<file path="src/rtl/src_dbuf_if.sv">
// Port bundle for src_dbuf: DMA fill side, compute read side, status and a debug view of bank occupancy.
// Each side is a request qualified by its ready: a request is taken only on a clock edge where
// its strobe (src_v / exec) and its ready (src_rdy / exec_rdy) are both high; otherwise it is dropped.
interface src_dbuf_if #(
    parameter int BUS_W  = 64,
    parameter int ELEM_W = 32,
    parameter int DEPTH  = 16
);
    localparam int LANES = BUS_W / ELEM_W;
    localparam int AW    = $clog2(DEPTH);
    localparam int IW    = $clog2(DEPTH * LANES);

    logic              src_v;
    logic [AW-1:0]     src_a;
    logic [BUS_W-1:0]  src_d;
    logic              src_last;
    logic              src_rdy;

    logic              exec;
    logic [IW-1:0]     ia;
    logic              exec_last;
    logic              exec_rdy;
    logic [ELEM_W-1:0] d;
    logic              d_v;

    logic              err;
    logic [1:0]        occ;

    modport master (
        output src_v, src_a, src_d, src_last, exec, ia, exec_last,
        input  src_rdy, exec_rdy, d, d_v, err, occ
    );

    modport slave (
        input  src_v, src_a, src_d, src_last, exec, ia, exec_last,
        output src_rdy, exec_rdy, d, d_v, err, occ
    );
endinterface

</file>
<file path="src/rtl/src_dbuf.sv">
// Ping-pong source operand buffer: DMA fills one bank while compute reads elements from the other.
// Optional SRC_DBUF_ERR_EN enables the sticky protocol-error flag; otherwise err is tied low.
module src_dbuf #(
    parameter int BUS_W  = 64,
    parameter int ELEM_W = 32,
    parameter int DEPTH  = 16
) (
    input logic      clk,
    input logic      reset,
    src_dbuf_if.slave bus
);
    localparam int LANES = BUS_W / ELEM_W;
    localparam int AW    = $clog2(DEPTH);
    localparam int IW    = $clog2(DEPTH * LANES);
    localparam int LW    = (LANES > 1) ? $clog2(LANES) : 1;

    typedef enum logic [1:0] {
        OCC_EMPTY = 2'd0,
        OCC_ONE   = 2'd1,
        OCC_FULL  = 2'd2
    } occ_t;

    occ_t occ_q, occ_d;
    logic wr_sel, rd_sel;
    logic wr_acc, rd_acc, commit, release_bank;
    logic src_rdy, exec_rdy;

    logic [BUS_W-1:0] mem0 [DEPTH];
    logic [BUS_W-1:0] mem1 [DEPTH];
    logic [BUS_W-1:0] rd_q;
    logic             d_v_q;
    logic [AW-1:0]    rd_word;

    // Readies come from the occupancy register only, so no input reaches them combinationally.
    assign src_rdy      = (occ_q != OCC_FULL);
    assign exec_rdy     = (occ_q != OCC_EMPTY);
    assign wr_acc       = bus.src_v & src_rdy;
    assign rd_acc       = bus.exec & exec_rdy;
    assign commit       = wr_acc & bus.src_last;
    assign release_bank = rd_acc & bus.exec_last;
    assign rd_word      = bus.ia[IW-1:IW-AW];

    assign bus.src_rdy  = src_rdy;
    assign bus.exec_rdy = exec_rdy;
    assign bus.d_v      = d_v_q;
    assign bus.occ      = occ_q;

    always_ff @(posedge clk or posedge reset) begin
        if (reset) begin
            occ_q  <= OCC_EMPTY;
            wr_sel <= 1'b0;
            rd_sel <= 1'b0;
        end else begin
            occ_q <= occ_d;
            if (commit)       wr_sel <= ~wr_sel;
            if (release_bank) rd_sel <= ~rd_sel;
        end
    end

    always_comb begin
        occ_d = occ_q;
        if (commit && !release_bank) begin
            case (occ_q)
                OCC_EMPTY: occ_d = OCC_ONE;
                OCC_ONE:   occ_d = OCC_FULL;
                default:   occ_d = occ_q;
            endcase
        end else if (release_bank && !commit) begin
            case (occ_q)
                OCC_FULL: occ_d = OCC_ONE;
                OCC_ONE:  occ_d = OCC_EMPTY;
                default:  occ_d = occ_q;
            endcase
        end
    end

    // Bank storage is deliberately not reset; stale words in a partial fill are legal.
    always_ff @(posedge clk) begin
        if (wr_acc) begin
            if (wr_sel) mem1[bus.src_a] <= bus.src_d;
            else        mem0[bus.src_a] <= bus.src_d;
        end
    end

    // The read uses the pre-edge rd_sel, so a releasing read still returns from the released bank.
    always_ff @(posedge clk or posedge reset) begin
        if (reset) begin
            rd_q  <= '0;
            d_v_q <= 1'b0;
        end else begin
            d_v_q <= rd_acc;
            if (rd_acc) rd_q <= rd_sel ? mem1[rd_word] : mem0[rd_word];
        end
    end

    generate
        if (LANES > 1) begin : g_lanes
            logic [LW-1:0] lane_q;
            always_ff @(posedge clk or posedge reset) begin
                if (reset)       lane_q <= '0;
                else if (rd_acc) lane_q <= bus.ia[LW-1:0];
            end
            assign bus.d = rd_q[lane_q*ELEM_W +: ELEM_W];
        end else begin : g_one_lane
            assign bus.d = rd_q[ELEM_W-1:0];
        end
    endgenerate

`ifdef SRC_DBUF_ERR_EN
    logic err_q;
    always_ff @(posedge clk or posedge reset) begin
        if (reset) err_q <= 1'b0;
        else if ((bus.src_v & ~src_rdy) | (bus.exec & ~exec_rdy)) err_q <= 1'b1;
    end
    assign bus.err = err_q;
`else
    assign bus.err = 1'b0;
`endif
endmodule

</file>
<file path="src/flat_wrapper.sv">
// flat-port wrapper written by rule: the top's interface ports become plain ports
module src_dbuf_flat 
#(
    parameter int BUS_W  = 64,
    parameter int ELEM_W = 32,
    parameter int DEPTH  = 16
)
  (clk, reset, bus_src_v, bus_src_a, bus_src_d, bus_src_last, bus_exec, bus_ia, bus_exec_last, bus_src_rdy, bus_exec_rdy, bus_d, bus_d_v, bus_err, bus_occ);
  src_dbuf_if #(.BUS_W(BUS_W), .ELEM_W(ELEM_W), .DEPTH(DEPTH)) bus_i ();
  input logic clk;
  input logic reset;
  input wire logic [$bits(bus_i.src_v)-1:0] bus_src_v;
  input wire logic [$bits(bus_i.src_a)-1:0] bus_src_a;
  input wire logic [$bits(bus_i.src_d)-1:0] bus_src_d;
  input wire logic [$bits(bus_i.src_last)-1:0] bus_src_last;
  input wire logic [$bits(bus_i.exec)-1:0] bus_exec;
  input wire logic [$bits(bus_i.ia)-1:0] bus_ia;
  input wire logic [$bits(bus_i.exec_last)-1:0] bus_exec_last;
  output wire logic [$bits(bus_i.src_rdy)-1:0] bus_src_rdy;
  output wire logic [$bits(bus_i.exec_rdy)-1:0] bus_exec_rdy;
  output wire logic [$bits(bus_i.d)-1:0] bus_d;
  output wire logic [$bits(bus_i.d_v)-1:0] bus_d_v;
  output wire logic [$bits(bus_i.err)-1:0] bus_err;
  output wire logic [$bits(bus_i.occ)-1:0] bus_occ;
  assign bus_i.src_v = bus_src_v;
  assign bus_i.src_a = bus_src_a;
  assign bus_i.src_d = bus_src_d;
  assign bus_i.src_last = bus_src_last;
  assign bus_i.exec = bus_exec;
  assign bus_i.ia = bus_ia;
  assign bus_i.exec_last = bus_exec_last;
  assign bus_src_rdy = bus_i.src_rdy;
  assign bus_exec_rdy = bus_i.exec_rdy;
  assign bus_d = bus_i.d;
  assign bus_d_v = bus_i.d_v;
  assign bus_err = bus_i.err;
  assign bus_occ = bus_i.occ;
  src_dbuf #(.BUS_W(BUS_W), .ELEM_W(ELEM_W), .DEPTH(DEPTH)) u_core (.clk(clk), .reset(reset), .bus(bus_i));
endmodule
</file>
<file path="config.mk">
export PLATFORM = sky130hd
export DESIGN_NAME = src_dbuf_flat
export DESIGN_NICKNAME = d
export VERILOG_FILES = /design/src/rtl/src_dbuf_if.sv /design/src/rtl/src_dbuf.sv /design/src/flat_wrapper.sv
export SDC_FILE = /design/constraint.sdc
export NUM_CORES = 2
export LEC_CHECK = 0
export ABC_AREA = 1
export BUFFER_PORTS_ARGS = -buffer_cell sky130_fd_sc_hd__buf_2
export CAP_MARGIN = 40
export CORE_MARGIN = 5
export CORE_UTILIZATION = 50
export DETAILED_ROUTE_END_ITERATION = 12
export PLACE_DENSITY = 0.65
export SLEW_MARGIN = 5
export SYNTH_ARGS = -nofsm -noshare
export SYNTH_HDL_FRONTEND = slang
export SYNTH_SLANG_ARGS = --single-unit
</file>
<file path="constraint.sdc">
create_clock -name clk -period 8.3 [get_ports clk]
set_clock_uncertainty 0.05 [all_clocks]
set_input_delay 1.245 -clock clk [delete_from_list [all_inputs] [get_ports clk]]
set_output_delay 1.245 -clock clk [all_outputs]
set_load 0.01 [all_outputs]
</file>
Word level (Yosys, flattened, before mapping)
Memories as Yosys holds them, arrays and structs flattened.
Cells that the tools add are included.

cells by class
  reduce and logical (&&, ||, !) cells = 9
  bitwise logic cells = 6
  equality and inequality tests = 4
  muxes and demuxes = 11
  shift-type cells = 1

operators with widths
  operator                                       count
  two-way mux 64 bit                             1
  variable part select 64 x 7 -> 32 bit          1
  case mux 2 bit (2 select lines)                2
  two-way mux 1 bit                              6
  bitwise AND 1 bit                              4
  two-way mux 2 bit                              2
  nonzero test 2 bit                             2
  != test 3 bit, second input constant           1
  AND reduction 3 bit                            1
  nonzero test 3 bit                             1
  == test 2 x 1 -> 1 bit, second input constant  1
  == test 2 bit, second input constant           1
  logical AND 1 bit                              2
  zero test 1 bit                                2
  zero test 2 bit                                1
  != test 2 bit, second input constant           1
  NOT 1 bit                                      2

word-level totals
  memory bits (writable) = 2048
  memories = 2
  register bits = 70
  output and inout bits = 38
  word-level logic and storage cells = 39
  input port bits = 79

memory list
  memory       words  width  rd ports  clocked after memory_dff  write ports  RTL line        RTL
  u_core.mem0  16     64     1         0                         1            src_dbuf.sv:28  logic [BUS_W-1:0] mem0 [DEPTH];
  u_core.mem1  16     64     1         0                         1            src_dbuf.sv:29  logic [BUS_W-1:0] mem1 [DEPTH];

Depth between registers and ports, before layout
  depth in word-level cells = 7
  gate-level depth with buffers = 13
  gate-level depth less buffers = 11

Least setup slack after synthesis
OpenSTA, ideal clock, no wires.

  path type = input-to-reg
  from = input bus_src_v
  to = memory u_core.mem0[10][0] (enable)
  setup time = 487 ps
  path buffers = 1
  setup slack = 3424 ps
  stages = 3
  data required time = 7763 ps
  arrival time = 4340 ps
  cells stage by stage = nand3b_1 > clkbuf_1 > nor2_1

on the way
  cells in the longest elaborated chain, start to end = 3

RTL lines
  what                                     RTL line            RTL
  start: declaration                       flat_wrapper.sv:12  input wire logic [$bits(bus_i.src_v)-1:0] bus_src_v;
  bitwise AND 1 bit                        src_dbuf.sv:37      assign wr_acc = bus.src_v & src_rdy;
  two-way mux 1 bit                        src_dbuf.sv:79      if (wr_acc) begin
  two-way mux 1 bit (not written as such)  src_dbuf.sv:81      else mem0[bus.src_a] <= bus.src_d;
  end: declaration                         src_dbuf.sv:28

Every way passes these cells.

Final worst setup path
  from = register u_core.g_lanes.lane_q
  to = output bus_d[20]

on the way
  cells in the longest elaborated chain, start to end = 1

RTL lines
  what                                   RTL line            RTL
  start: declaration                     src_dbuf.sv:98      logic [LW-1:0] lane_q;
  start signal: assignment               src_dbuf.sv:101     else if (rd_acc) lane_q <= bus.ia[LW-1:0];
  variable part select 64 x 7 -> 32 bit  src_dbuf.sv:103     assign bus.d = rd_q[lane_q*ELEM_W +: ELEM_W];
  end: declaration                       flat_wrapper.sv:21  output wire logic [$bits(bus_i.d)-1:0] bus_d;

Every way passes these cells.

==> results.yml <==
outcome:
  status: "finished, final reports clean"
detailed_routing:
  vias_per_cell: 5.972
  num_vias: 55880
  drc_errors: 0
  ant_nets: 0
  routed_wl_um: 246000
  wl_per_cell_um: 26.30
  drtPass1Iterations: 6
  dr.first_iter.drc_count: 7647
setup_path:
  critical-path-max-stage-delay_ns: 0.52
  cp_cell_sequence: "buf_4 -> mux2_2 -> buf_2"
  worst-path-buf-inv: 2
  critPathTopFamily: "buffers and inverters"
  worstSetupPathType: "reg2out"
  required_ns: 7.01
  worst-path-stages: 3
  critPathLaunchType: "register"
  cp-end-kind: "output pin"
  arrival_ns: 2.40
  slowest_stage: "buf_4"
  cp_max_fo: 33
  r2r_slack_ns: 4.76
  rr_worst_depth: 6
yosys:
  synthesis.area_um2: 84570
  ys.flop_type: "edfxtp_1"
  synth_enable_flop_cells: 2048
  synth.most_common_cell: "nand2_1"
  synth_area_leaders: "edfxtp_1 (73%), nand3_1 (11%), nand2_1 (10%)"
  ys_types: 23
  ys_top_cells_by_count: "nand2_1 (2360), edfxtp_1 (2048), nand3_1 (1908)"
  syn_inst: 6943
  syn-num-nets: 7023
  yosys_register_bits: 2118
  yosysSeqAreaShare_pct: 74.79
  synth.top_cell.area_share_pct: 72.72
  synth.avg_cell_area_um2: 12.18
  synth_top_area_cell: "edfxtp_1"
  ys_warn_count: 0
  synthArstFlopShare_pct: 3.305
clock_tree:
  numCtsBuffers: 209
  holdBufCountCts: 0
  ctsResizeCount: 0
  clk_pin_slew_ns: 0.06
  post_cts_buffers: 0
  htreeDepth: 4
  clk_path_buf_depth: 3
  root_buffer: "clkbuf_16"
  clkSinkCount: 2118
  cts_tree: "built"
  insertion_delay_ns: 0.85
job:
  drv_cap: 0
final_layout:
  area_growth_pct: 11.81
  utilization_pct: 56.05
  fin_nets: 7024
  drive_gt1_share_pct: 8.841
hold_path:
  hold_depth: 2
  hold_class: "reg2reg"
floorplan:
  io_pins: 117
  die-width_um: 421.3
  initial_core_util_pct: 50.13
  die_y_um: 421.3
  dieArea_um2: 177500
  rows: 151
  core_area_um2: 168700
grt:
  grt_use_total_pct: 27.08
  gr-total-overflow: 0
  antenna_found_initial: 34
  grt_pass1_vias: 52850
  grt_pass1_wl_um: 358100
  grt_max_degree: 216
power_and_ir_drop:
  p_total_mw: 24.36
  powerDensity_nw_per_um2: 257.6
  ir_worst_vdd_v: 0.0002617
  leakagePower_nw: 33.71
place:
  routabilityCongestion: 0.7800
  portBuffers: 115
  dpl.hpwl_um: 122800
sta:
  setup_viol: 0
  hold_ws_ns: 0.4269
  tns_ns: 0
  max_freq_ghz: 0.2704
  min_period_ns: 3.699
  worst_pin_slew_ns: 1.243
  relSlewSlack_pct: 17.14
  slew_viol_final: 0
  hold_viol: 0
  rsz0062_at_grt: "no"
  fin_crit_sh_pct: 44.56
==> sequential cells by signal, summed over array words and instances, names as in the netlist <==
| name | count |
|---|---|
| u_core.rd_sel | 1 |
| u_core.g_lanes.lane_q | 1 |
| u_core.mem1 | 1024 |
| u_core.mem0 | 1024 |
| u_core.bus.occ | 2 |
| u_core.rd_q | 64 |
| u_core.wr_sel | 1 |
| u_core.bus.d_v | 1 |
==> per-layer routing <==
layer | GRT usage, % | share of wire, % | vias to the layer above
met5 | 0 | 0.028 | -
met4 | 10.30 | 3.7 | 12
met3 | 4.681 | 9.5 | 575
met2 | 43.56 | 48 | 3083
met1 | 37.33 | 39 | 27550
li1 | - | - | 24660
==> worst register-to-register path, stage by stage (launching register included) <==
cell      delay [ns]
dfrtp_1         0.41
nand2_1         0.23
nand3b_1        0.12
buf_4           0.29
nor2_4          0.55
buf_4           0.63
buf_4           0.84
==> metrics by stage <==
step                setup WS [ns]  cell area, µm²  instances
finish                      4.601           94560       9357
global route                4.583           94540       9349
CTS                         4.580           94500       9343
detailed placement          3.975           87730       8950
global placement            3.797           86940       8918
floorplan                   3.424           84570       6943
==> placed cells by master, fill, tap and decap left out, types with 11 or more instances in the layout <==
master | Yosys | layout
buf_12 | 0 | 27
buf_16 | 0 | 21
bufinv_16 | 0 | 14
edfxtp_1 | 2048 | 2048
clkinv_1 | 0 | 33
buf_4 | 44 | 87
clkbuf_1 | 92 | 55
inv_1 | 16 | 11
clkinv_2 | 0 | 47
clkbuf_16 | 0 | 211
buf_2 | 273 | 111
diode_2 | 0 | 13
nand2_1 | 2360 | 2359
clkbuf_8 | 0 | 16
dfrtp_1 | 70 | 68
nand3_1 | 1908 | 1907
mux2_2 | 32 | 32
nor2_4 | 0 | 32
==> logic make-up after synthesis <==
logic type / count (synthesis) / share of synthesized area, %
compound gates: 3 / 0.02515
buf+inv: 478 / 2.772
mux: 32 / 0.4261
other cells: 1 / 0.004434
xor+xnor: 2 / 0.02072
simple gates: 4308 / 21.95
fa+ha+maj: 1 / 0.01479
flops: 2118 / 74.79
==> cell type report <==
| cell class | count | area (µm²) |
|---|---|---|
| Fill cell | 13640 | 74160 |
| Multi-Input combinational cell | 4347 | 19230 |
| Inverter | 18 | 111.4 |
| Tap cell | 2218 | 2775 |
| Clock buffer | 282 | 5707 |
| Timing Repair Buffer | 250 | 2384 |
| Sequential cell | 2118 | 63260 |
| Clock inverter | 111 | 1064 |
| Antenna cell | 13 | 32.53 |
==> where the power goes <==
| group | internal (mW) | switching, mW | leakage, nW |
|---|---|---|---|
| Clock | 5.27 | 4.04 | 3.33 |
| Combinational | 0.716 | 1.97 | 11.1 |
| Sequential | 12.1 | 0.276 | 19.3 |
| Total | 18.1 | 6.28 | 33.7 |
==> worst paths after layout <==
check,start,endpoint
setup / recovery,u_core.g_lanes.lane_q,bus_d[20]
hold / removal,u_core.rd_q[43],u_core.rd_q[43]
setup reg to reg,u_core.bus.occ[1],u_core.mem0[13][39]
hold reg to reg,u_core.rd_q[43],u_core.rd_q[43]
max in group asynchronous,reset,u_core.rd_sel
min in group asynchronous,reset,u_core.rd_q[40]
(Power assumes the default switching activity.)
